--- config.mk ---
export PLATFORM = sky130hd
export DESIGN_NAME = if_fetch
export DESIGN_NICKNAME = d
export VERILOG_FILES = /design/src/rtl/if_fetch_pkg.sv /design/src/rtl/if_fetch_chk.sv /design/src/rtl/sync_fifo.sv /design/src/rtl/if_fetch.sv
export SDC_FILE = /design/constraint.sdc
export NUM_CORES = 1
export LEC_CHECK = 0
export CORE_AREA = 5 5 141 143
export DETAILED_ROUTE_END_ITERATION = 8
export DIE_AREA = 0 0 146 148
export GPL_TIMING_DRIVEN = 0
export PLACE_DENSITY = 0.84
export SLEW_MARGIN = 40
export SYNTH_ARGS = -nofsm -noshare
export SYNTH_HDL_FRONTEND = slang
export SYNTH_SLANG_ARGS = --single-unit
--- constraint.sdc ---
create_clock -name clk -period 15.7 [get_ports clk]
set_clock_uncertainty 0.15 [all_clocks]
set_input_delay 4.71 -clock clk [delete_from_list [all_inputs] [get_ports clk]]
set_output_delay 4.71 -clock clk [all_outputs]
set_load 0.02 [all_outputs]
--- src/rtl/if_fetch_pkg.sv ---
// ----------------------------------------------------------------------------
// if_fetch_pkg
// Shared pipeline definitions for the instruction fetch stage: datapath
// width, instruction size, default reset PC, NOP encoding, the fetch FSM
// state type and small PC helpers.
// ----------------------------------------------------------------------------
package if_fetch_pkg;

    localparam int          XLEN         = 32;
    localparam int          INSTR_BYTES  = 4;
    localparam logic [31:0] RESET_PC_DEF = 32'h0000_0000;
    localparam logic [31:0] NOP_INSTR    = 32'h0000_0013;

    typedef enum logic [0:0] {
        ST_BOOT = 1'b0,
        ST_RUN  = 1'b1
    } fetch_state_e;

    // Sequential next fetch address; wraps naturally at 2^32.
    function automatic logic [XLEN-1:0] pc_plus4(input logic [XLEN-1:0] pc);
        return pc + XLEN'(INSTR_BYTES);
    endfunction

endpackage

--- src/rtl/if_fetch_chk.sv ---
// ----------------------------------------------------------------------------
// if_fetch_chk
// Simulation-only invariant checker for if_fetch. Holds no state; only
// observes the fetch bookkeeping.
// Ports (all inputs):
//   clk, reset         clock and asynchronous active-high reset
//   i_inflight         requests accepted but not yet answered
//   i_drop             answers still to be discarded
//   i_q_count          output queue occupancy
//   i_pcq_count        in-flight PC FIFO occupancy
//   i_pcq_full/empty   in-flight PC FIFO flags
//   i_accept           request handshake this cycle
//   i_resp_keep        response being kept this cycle
// ----------------------------------------------------------------------------
module if_fetch_chk #(
    parameter int DEPTH = 2
) (
    input logic                       clk,
    input logic                       reset,
    input logic [$clog2(DEPTH+1)-1:0] i_inflight,
    input logic [$clog2(DEPTH+1)-1:0] i_drop,
    input logic [$clog2(DEPTH+1)-1:0] i_q_count,
    input logic [$clog2(DEPTH+1)-1:0] i_pcq_count,
    input logic                       i_pcq_full,
    input logic                       i_pcq_empty,
    input logic                       i_accept,
    input logic                       i_resp_keep
);

    localparam int CW = $clog2(DEPTH+1);

    logic [CW:0] w_used;
    assign w_used = {1'b0, i_inflight} + {1'b0, i_q_count};

    a_credit:   assert property (@(posedge clk) disable iff (reset) w_used <= (CW+1)'(DEPTH));
    a_drop:     assert property (@(posedge clk) disable iff (reset) i_drop <= i_inflight);
    a_pcq_live: assert property (@(posedge clk) disable iff (reset) i_pcq_count == (i_inflight - i_drop));
    a_pcq_push: assert property (@(posedge clk) disable iff (reset) !(i_accept && i_pcq_full));
    a_pcq_pop:  assert property (@(posedge clk) disable iff (reset) !(i_resp_keep && i_pcq_empty));

endmodule

--- src/rtl/sync_fifo.sv ---
// ----------------------------------------------------------------------------
// sync_fifo
// Single-clock FIFO with synchronous clear. Head entry is visible
// combinationally on o_dout. Storage is reset so the head reads zero after
// reset.
// Ports:
//   clk, reset       clock, asynchronous active-high reset
//   i_push, i_din    write request and data (ignored when full, unless popping)
//   i_pop            read request (ignored when empty)
//   i_clear          drop every entry (wins over push/pop)
//   o_dout           head entry
//   o_count          number of stored entries
//   o_full, o_empty  status flags
// ----------------------------------------------------------------------------
module sync_fifo #(
    parameter int WIDTH = 32,
    parameter int DEPTH = 2
) (
    input  logic                       clk,
    input  logic                       reset,
    input  logic                       i_push,
    input  logic [WIDTH-1:0]           i_din,
    input  logic                       i_pop,
    input  logic                       i_clear,
    output logic [WIDTH-1:0]           o_dout,
    output logic [$clog2(DEPTH+1)-1:0] o_count,
    output logic                       o_full,
    output logic                       o_empty
);

    localparam int AW = $clog2(DEPTH);
    localparam int CW = $clog2(DEPTH+1);

    logic [WIDTH-1:0] r_mem [DEPTH];
    logic [AW-1:0]    r_wr_ptr;
    logic [AW-1:0]    r_rd_ptr;
    logic [CW-1:0]    r_count;
    logic             w_do_push;
    logic             w_do_pop;

    assign w_do_pop  = i_pop && !o_empty;
    assign w_do_push = i_push && (!o_full || w_do_pop);

    // Storage, pointers and occupancy count.
    always_ff @(posedge clk or posedge reset) begin
        if (reset) begin
            for (int i = 0; i < DEPTH; i++) begin
                r_mem[i] <= {WIDTH{1'b0}};
            end
            r_wr_ptr <= {AW{1'b0}};
            r_rd_ptr <= {AW{1'b0}};
            r_count  <= {CW{1'b0}};
        end else if (i_clear) begin
            r_wr_ptr <= {AW{1'b0}};
            r_rd_ptr <= {AW{1'b0}};
            r_count  <= {CW{1'b0}};
        end else begin
            if (w_do_push) begin
                r_mem[r_wr_ptr] <= i_din;
                r_wr_ptr        <= r_wr_ptr + AW'(1);
            end
            if (w_do_pop) begin
                r_rd_ptr <= r_rd_ptr + AW'(1);
            end
            r_count <= r_count + CW'(w_do_push) - CW'(w_do_pop);
        end
    end

    assign o_dout  = r_mem[r_rd_ptr];
    assign o_count = r_count;
    assign o_full  = (r_count == CW'(DEPTH));
    assign o_empty = (r_count == {CW{1'b0}});

endmodule

--- src/rtl/if_fetch.sv ---
// ----------------------------------------------------------------------------
// if_fetch
// Instruction fetch stage feeding the IF/ID register. Owns the fetch PC,
// issues in-order word fetches under a credit limit of DEPTH (in-flight plus
// queued), buffers answers with their PC and hands them to IF/ID. A redirect
// flushes everything and discards answers already in flight.
// Ports:
//   clk, reset                 clock, asynchronous active-high reset
//   redirect, redirect_pc      EX redirect/flush and its target
//   stall                      hazard stall, IF/ID holds
//   imem_req_valid/ready/addr  request channel to instruction memory
//   imem_resp_valid/data       in-order response channel, never backpressured
//   out_instr, out_pc          head instruction and its PC
//   out_valid                  an entry transfers to IF/ID this cycle
// ----------------------------------------------------------------------------
module if_fetch
    import if_fetch_pkg::*;
#(
    parameter logic [31:0] RESET_PC = RESET_PC_DEF,
    parameter int          DEPTH    = 2
) (
    input  logic        clk,
    input  logic        reset,
    input  logic        redirect,
    input  logic [31:0] redirect_pc,
    input  logic        stall,
    output logic        imem_req_valid,
    input  logic        imem_req_ready,
    output logic [31:0] imem_req_addr,
    input  logic        imem_resp_valid,
    input  logic [31:0] imem_resp_data,
    output logic [31:0] out_instr,
    output logic [31:0] out_pc,
    output logic        out_valid
);

    localparam int CW = $clog2(DEPTH+1);

    fetch_state_e r_state;
    fetch_state_e w_state_next;
    logic         w_run;

    logic [31:0]   r_fetch_pc;
    logic [CW-1:0] r_inflight;
    logic [CW-1:0] r_drop;
    logic [CW-1:0] w_inflight_next;
    logic [CW-1:0] w_drop_next;
    logic [CW:0]   w_used;
    logic          w_issue;
    logic          w_accept;
    logic          w_resp_drop;
    logic          w_resp_keep;

    logic [31:0]   w_pcq_head;
    logic [CW-1:0] w_pcq_count;
    logic          w_pcq_full;
    logic          w_pcq_empty;
    logic [63:0]   w_q_head;
    logic [CW-1:0] w_q_count;
    logic          w_q_full;
    logic          w_q_empty;
    logic          w_unused_bits;

    // The two low target bits are dropped: fetches are always word aligned.
    assign w_unused_bits = &{1'b0, redirect_pc[1:0], w_q_full};

    // FSM state register.
    always_ff @(posedge clk or posedge reset) begin
        if (reset) begin
            r_state <= ST_BOOT;
        end else begin
            r_state <= w_state_next;
        end
    end

    // FSM next state: a single idle BOOT cycle, then RUN until reset.
    always_comb begin
        w_state_next = ST_BOOT;
        case (r_state)
            ST_BOOT: w_state_next = ST_RUN;
            ST_RUN:  w_state_next = ST_RUN;
            default: w_state_next = ST_BOOT;
        endcase
    end

    // FSM output decode.
    always_comb begin
        w_run = 1'b0;
        case (r_state)
            ST_RUN:  w_run = 1'b1;
            default: w_run = 1'b0;
        endcase
    end

    // Credits cover answers still in flight (dropped ones included) plus
    // queued entries, so the output queue can never overflow.
    assign w_used      = {1'b0, r_inflight} + {1'b0, w_q_count};
    assign w_issue     = w_run && !redirect && (w_used < (CW+1)'(DEPTH));
    assign w_accept    = w_issue && imem_req_ready;
    assign w_resp_drop = imem_resp_valid && (r_drop != {CW{1'b0}});
    assign w_resp_keep = imem_resp_valid && (r_drop == {CW{1'b0}}) && !redirect;

    // In-flight and drop bookkeeping; on redirect every answer still owed
    // after this cycle becomes stale.
    always_comb begin
        w_inflight_next = r_inflight + CW'(w_accept) - CW'(imem_resp_valid);
        if (redirect) begin
            w_drop_next = w_inflight_next;
        end else if (w_resp_drop) begin
            w_drop_next = r_drop - CW'(1);
        end else begin
            w_drop_next = r_drop;
        end
    end

    // Fetch PC and counters.
    always_ff @(posedge clk or posedge reset) begin
        if (reset) begin
            r_fetch_pc <= RESET_PC;
            r_inflight <= {CW{1'b0}};
            r_drop     <= {CW{1'b0}};
        end else begin
            r_inflight <= w_inflight_next;
            r_drop     <= w_drop_next;
            if (redirect) begin
                r_fetch_pc <= {redirect_pc[31:2], 2'b00};
            end else if (w_accept) begin
                r_fetch_pc <= pc_plus4(r_fetch_pc);
            end else begin
                r_fetch_pc <= r_fetch_pc;
            end
        end
    end

    // PCs of live requests, matched in order to their answers.
    sync_fifo #(.WIDTH(32), .DEPTH(DEPTH)) u_pc_fifo (
        .clk     (clk),
        .reset   (reset),
        .i_push  (w_accept),
        .i_din   (r_fetch_pc),
        .i_pop   (w_resp_keep),
        .i_clear (redirect),
        .o_dout  (w_pcq_head),
        .o_count (w_pcq_count),
        .o_full  (w_pcq_full),
        .o_empty (w_pcq_empty)
    );

    // Output queue of {pc, instr}; no bypass, so an answer shows up the
    // cycle after it arrives.
    sync_fifo #(.WIDTH(64), .DEPTH(DEPTH)) u_out_q (
        .clk     (clk),
        .reset   (reset),
        .i_push  (w_resp_keep),
        .i_din   ({w_pcq_head, imem_resp_data}),
        .i_pop   (out_valid),
        .i_clear (redirect),
        .o_dout  (w_q_head),
        .o_count (w_q_count),
        .o_full  (w_q_full),
        .o_empty (w_q_empty)
    );

    assign imem_req_valid = w_issue;
    assign imem_req_addr  = r_fetch_pc;
    assign out_pc         = w_q_head[63:32];
    assign out_instr      = w_q_head[31:0];
    assign out_valid      = !w_q_empty && !stall && !redirect;

    if_fetch_chk #(.DEPTH(DEPTH)) u_chk (
        .clk         (clk),
        .reset       (reset),
        .i_inflight  (r_inflight),
        .i_drop      (r_drop),
        .i_q_count   (w_q_count),
        .i_pcq_count (w_pcq_count),
        .i_pcq_full  (w_pcq_full),
        .i_pcq_empty (w_pcq_empty),
        .i_accept    (w_accept),
        .i_resp_keep (w_resp_keep)
    );

endmodule
== Word-level counts from Yosys, hierarchy flattened ==
Cells that the tools add are included.

* Register bits: 237
* Input port bits: 70
* Logic and storage cells: 102

* Muxes and demuxes: 27
* $lt $le $gt $ge: 7
* Bitwise gates (word level): 5
* Equal/unequal tests: 2
* Reductions and logical operators: 34
* Add/sub/neg operators: 13

{| class="wikitable"
|+ Operators with widths
! operator !! count
|-
| $mux W64 || 4
|-
| $mux W32 || 6
|-
| $bwmux W128 || 1
|-
| $bwmux W64 || 1
|-
| $demux W64 S1 || 1
|-
| $add A32 B3 Y32 const B || 1
|-
| $demux W32 S1 || 1
|-
| $logic_and A1 B1 Y1 || 14
|-
| $reduce_bool A2 Y1 || 7
|-
| $mux W1 || 9
|-
| $ge A2 B2 Y1 const B || 4
|-
| $mux W2 || 4
|-
| $not A1 Y2 || 4
|-
| $add A2 B1 Y2 || 3
|-
| $logic_not A1 Y1 || 6
|-
| $logic_not A2 Y1 || 3
|-
| $sub A2 B1 Y2 || 3
|-
| $add A1 B1 Y1 const B || 4
|-
| $eq A2 B2 Y1 const B || 2
|-
| $lt A2 B1 Y1 const B || 2
|-
| $reduce_and A2 Y1 || 2
|-
| $add A2 B2 Y3 || 1
|-
| $lt A3 B2 Y1 const B || 1
|-
| $logic_or A1 B1 Y1 || 2
|-
| other kinds (2) || 2
|}

== Longest topological paths before layout ==
* Depth after elaboration: 10
* Gate-level depth with buffers: 14
* Depth with buffers taken out: 12

== Modules after synthesis ==
From an unflattened synthesis, not the netlist that was laid out.

* Cell total of the unflattened synthesis: 804
* Area total of the unflattened synthesis: 11285.8 µm²

{| class="wikitable"
|+ Modules (own cells, without submodules)
! module !! seq. area each (µm²) !! cells each !! times used !! area each (µm²)
|-
| sync_fifo at u_out_q || 3303.2 || 366 || 1 || 5983.2
|-
| sync_fifo at u_pc_fifo || 1701.6 || 202 || 1 || 3168.0
|-
| if_fetch || 875.8 || 236 || 1 || 2134.5
|}

== Least setup slack after synthesis ==
Ideal clock, no wire load.

* Kind: input to output
* From: in redirect
* To: out out_valid
* Arrival: 5.672 ns
* Stages: 4
* Path slack: 5.168 ns
* Path through: clkbuf_1 -> clkbuf_1 -> buf_1 -> nor2_1

* Longest elaborated chain between the ends: 2

{| class="wikitable"
|+ Ends and longest elaborated chain
! item !! line !! text
|-
| from (decl) || if_fetch.sv:24 || <nowiki>input logic redirect,</nowiki>
|-
| $logic_not A1 Y1 || if_fetch.sv:168 || <nowiki>assign out_valid = !w_q_empty && !stall && !redirect;</nowiki>
|-
| $logic_and A1 B1 Y1 || if_fetch.sv:168 ||
|-
| to (decl) || if_fetch.sv:34 || <nowiki>output logic out_valid</nowiki>
|}

Every way passes these cells.

== Worst setup path in the final report ==
Same ends and word-level chain as after synthesis.

==> results.txt <==
The run finished with clean final reports. In this run the power density over the cells is 181 mW/mm². Setup repair after global routing left no endpoint under its margin. The worst setup path is of the in -> out kind. The tree is rooted in a sky130_fd_sc_hd__clkbuf_16. The horizontal die dimension was 146 µm. The worst hold-check path type is reg -> reg.

The first global-routing pass estimated 41400 µm of wire. First-pass iteration count of the detailed router: 5. The final count of hold timing violations is 0, and the clock share of power is 0.223. Synthesis produced 852 cells. The count of cells in the finished layout, fillers not included, comes to 1291.

The worst hold path was traced through 2 stages. The tools report the kind of start point of the critical path as an input port. For this block, the routed nets add up to 25200 µm of wire.

In this run, placement finished with an instance count of 1253. Counting I/O delays and the setup requirement, the final critical path takes 12.64 ns. The run gives 0.385 as the fraction of power consumed by combinational cells.

In the post-synthesis netlist, the cell with the most instances is sky130_fd_sc_hd__dfrtp_1. The number of gates resized after CTS was 0. The stage delay of the slowest cell on the critical path works out to 0.65 ns. The measured slew at the worst slew-check pin came out at 0.840 ns.

The share of layout cells above drive strength 1 is 0.214. Final clock period utilization by the worst path: 0.805. Walking the worst path, the cells encountered are clkdlybuf4s50_1, clkbuf_1, clkbuf_1, buf_1, nor2_1, clkdlybuf4s50_1. TritonCTS built the clock tree.

Setup violations remaining at the end of the flow were counted as 0. The total overflow left after global routing is 0. Counting flops and latches in the post-synthesis netlist gives 227. During synthesis, Yosys emitted a total of 0 warnings.

The run gives 0.233 as the total track usage. The critical path runs through a total of 6 cells. The design draws 2.39 mW. For the detailed-placement wirelength estimate, the log shows 17700 µm. Ranked by instance count, the synthesized netlist is headed by sky130_fd_sc_hd__dfrtp_1, sky130_fd_sc_hd__mux2_2, sky130_fd_sc_hd__nand2_1, sky130_fd_sc_hd__nor2_1, sky130_fd_sc_hd__o21ai_0.

The data required time at the worst endpoint is 10.84 ns. The count of input and output buffers works out to 161. The cell family with the largest share of critical-path delay was buffers and inverters. In the routed design, unresolved DRC markers number 0.

The number of filler instances in the final layout was 1286; the count of inserted antenna diode cells was 0. The register share of total power was 0.392; the number of enable-type register cells in the synthesized netlist was 0. The critical path capture point type is an output port. For this design the total switching power over the nets is 777 µW. The total internal power is 1.61 mW.

The number of max-slew violations in the final report was 0; the clock slew at the register clock pins of the worst setup and hold paths was 0.06 ns. Sorting the synthesized cells by area gives the leading types as sky130_fd_sc_hd__dfrtp_1, sky130_fd_sc_hd__mux2_2, sky130_fd_sc_hd__mux2_4. In this run the cell area measured after placement is 0.0124 mm². The run gives 51 as the number of distinct standard cells referenced by the synthesized netlist. VDD sags by at most 0.0000811 V. The logs give 0.00568 mm² for the flip-flop and latch area and 0.00443 mm² for the area of the multi-input gates. Buffers added to address setup during post-CTS repair amount to 0.

For the final setup TNS, the log shows 0 ns. Entering global routing, the biggest net connects 66 pins. Derived from the worst setup path, the maximum achievable clock frequency is 79.1 MHz. The tree built by TritonCTS fans out to 227 sinks. The run gives 7.78 ns as the worst path arrival time. The tool flagged a number of max-cap violations equal to 0. The post-cts hold buffer count is 0. The total via count in the routed design was 7430; the maximum root-to-sink buffer count was 3.

The depth of the worst register-to-register path was 14; the worst path buffer plus inverter count was 5. The number of global-route vias before repair is 7900, and the later-pin clock latency in the skew report is 0.51 ns. The logs give 0.566 for the effective utilization at floorplan and 23 for the total clock buffers created by CTS. 168 I/O pins were placed.

The routed wire length per instance was 19.5 µm. The share of flip-flops with an asynchronous set or reset after synthesis works out to 1.00. The analysis attributes to cell leakage a power of 5.84 nW. The sequential-to-total area share from yosys stat was 0.544; the chip height was 148 µm.

The congestion estimate from routability-driven global placement came to 0.877. Once detail routing completed, the nets flagged for antenna violations numbered 0. The die area is 0.0216 mm², and the area of the mapped netlist is 0.0104 mm².

Compared with the post-synthesis result, the final layout area differs by 26.2%. In the synthesized netlist the dominant register cell turns out to be sky130_fd_sc_hd__dfrtp_1. The largest fanout on the critical path was 10. The total area inside the core boundary comes to 0.0185 mm². The largest individual stage delay along the critical path comes from the cell sky130_fd_sc_hd__clkdlybuf4s50_1. The number of placement rows is 50, and the normalized max-slew margin is 0.440.

Switching share of total power: 0.325. Post-route core utilization: 0.714. The logs give 0.0132 mm² for the final instance area and 0 for the number of antenna violations at the first check in global routing.

For this run, the post-layout net count is 1123. In this run, the number of DRC markers left after iteration 0 of detailed routing was 312. The number of vias per cell after detailed routing was 5.76. The top-area cell type share of the netlist area came out at 0.544. Averaged over all synthesized cells, the footprint is 12.3 µm². The largest total area in the synthesized netlist belongs to sky130_fd_sc_hd__dfrtp_1. Count of H-tree levels built during CTS: 1.
-- routing by layer --
layer	wire (µm)	up-vias	track usage
li1	-	3393	-
met1	11200	3727	0.324
met2	12000	280	0.384
met3	1620	30	0.0411
met4	378	0	0.0593
met5	0	-	0
-- sequential cells by signal, indices dropped and copies added (netlist names) --
| signal | count |
|---|---|
| u_out_q.o_count | 2 |
| u_pc_fifo.r_rd_ptr | 1 |
| u_out_q.r_mem | 124 |
| r_state | 1 |
| u_out_q.r_rd_ptr | 1 |
| r_drop | 2 |
| imem_req_addr | 30 |
| u_out_q.r_wr_ptr | 1 |
| u_pc_fifo.r_wr_ptr | 1 |
| u_pc_fifo.r_mem | 60 |
| r_inflight | 2 |
| u_pc_fifo.o_count | 2 |
-- layout make-up --
type | count | area share
buffer | 57 | 0.0226
clock buffer | 36 | 0.0527
clock inverter | 2 | 0.00294
inverter | 13 | 0.00427
multi-input combinational | 558 | 0.336
sequential | 227 | 0.431
tap | 234 | 0.0222
timing repair buffer | 164 | 0.129
-- placed cells by master (no fill, tap or decap), types with 7 or more instances in the layout --
master / instances
sky130_fd_sc_hd__a21oi_1: 36
sky130_fd_sc_hd__a31oi_1: 7
sky130_fd_sc_hd__buf_2: 12
sky130_fd_sc_hd__clkbuf_1: 33
sky130_fd_sc_hd__clkbuf_16: 23
sky130_fd_sc_hd__clkbuf_8: 7
sky130_fd_sc_hd__clkdlybuf4s50_1: 161
sky130_fd_sc_hd__dfrtp_1: 227
sky130_fd_sc_hd__ha_1: 8
sky130_fd_sc_hd__inv_1: 11
sky130_fd_sc_hd__mux2_1: 30
sky130_fd_sc_hd__mux2_2: 127
sky130_fd_sc_hd__mux2_4: 29
sky130_fd_sc_hd__mux2i_1: 34
sky130_fd_sc_hd__nand2_1: 71
sky130_fd_sc_hd__nand3_1: 15
sky130_fd_sc_hd__nand4_1: 11
sky130_fd_sc_hd__nor2_1: 51
sky130_fd_sc_hd__nor2b_1: 8
sky130_fd_sc_hd__o211ai_1: 10
sky130_fd_sc_hd__o21ai_0: 51
sky130_fd_sc_hd__o311ai_0: 7
-- power groups by stage --
stage          clock (mW)  sequential, mW  combinational, mW
5_1_grt             0.566           0.960              0.991
2_1_floorplan           0           0.911              0.582
3_3_place_gp            0           0.925              0.896
6_report            0.534           0.936              0.920
4_1_cts             0.542           0.933              0.930
3_5_place_dp            0           0.940              0.921
-- worst min-delay path: cells and delay by family, from the launching register on --
kind	cells	cell delay, ns
AOI/OAI and AO/OA	1	0.06
DFF	1	0.34
and+or+nand+nor	1	0.04
-- worst paths after layout --
| path | startpoint | endpoint | slack (ns) |
|---|---|---|---|
| setup reg to reg | r_inflight[0] | r_drop[1] | 12.18 |
| min in group asynchronous | reset | u_out_q.r_mem[67] | 4.46 |
| hold reg to reg | u_out_q.r_mem[41] | u_out_q.r_mem[41] | 0.32 |
| max in group asynchronous | reset | u_out_q.r_mem[18] | 10.32 |
| hold / removal | u_out_q.r_mem[41] | u_out_q.r_mem[41] | 0.32 |
| setup / recovery | redirect | out_valid | 3.06 |
-- cells by family (layout without fill, tap and decap cells) --
| group | after synthesis | in the layout | synth area share |
|---|---|---|---|
| adders and majority gates | 9 | 9 | 0.0115 |
| xor gates and xnor gates | 8 | 8 | 0.00671 |
| muxes | 220 | 220 | 0.244 |
| AOI/OAI and AO/OA | 125 | 125 | 0.0720 |
| and+or+nand+nor | 191 | 191 | 0.0884 |
| buffers and inverters | 70 | 272 | 0.0332 |
| DFF | 227 | 227 | 0.544 |
| other | 2 | 5 | 0.000719 |
-- stage by stage --
stage	hold WS, ns	worst slack, ns
after floorplan	0.294	4.62
after global placement	0.305	1.95
after detailed placement	0.315	3.11
after CTS	0.328	3.13
after global routing	0.338	2.98
final	0.321	3.06
(Power assumes the default switching activity.)
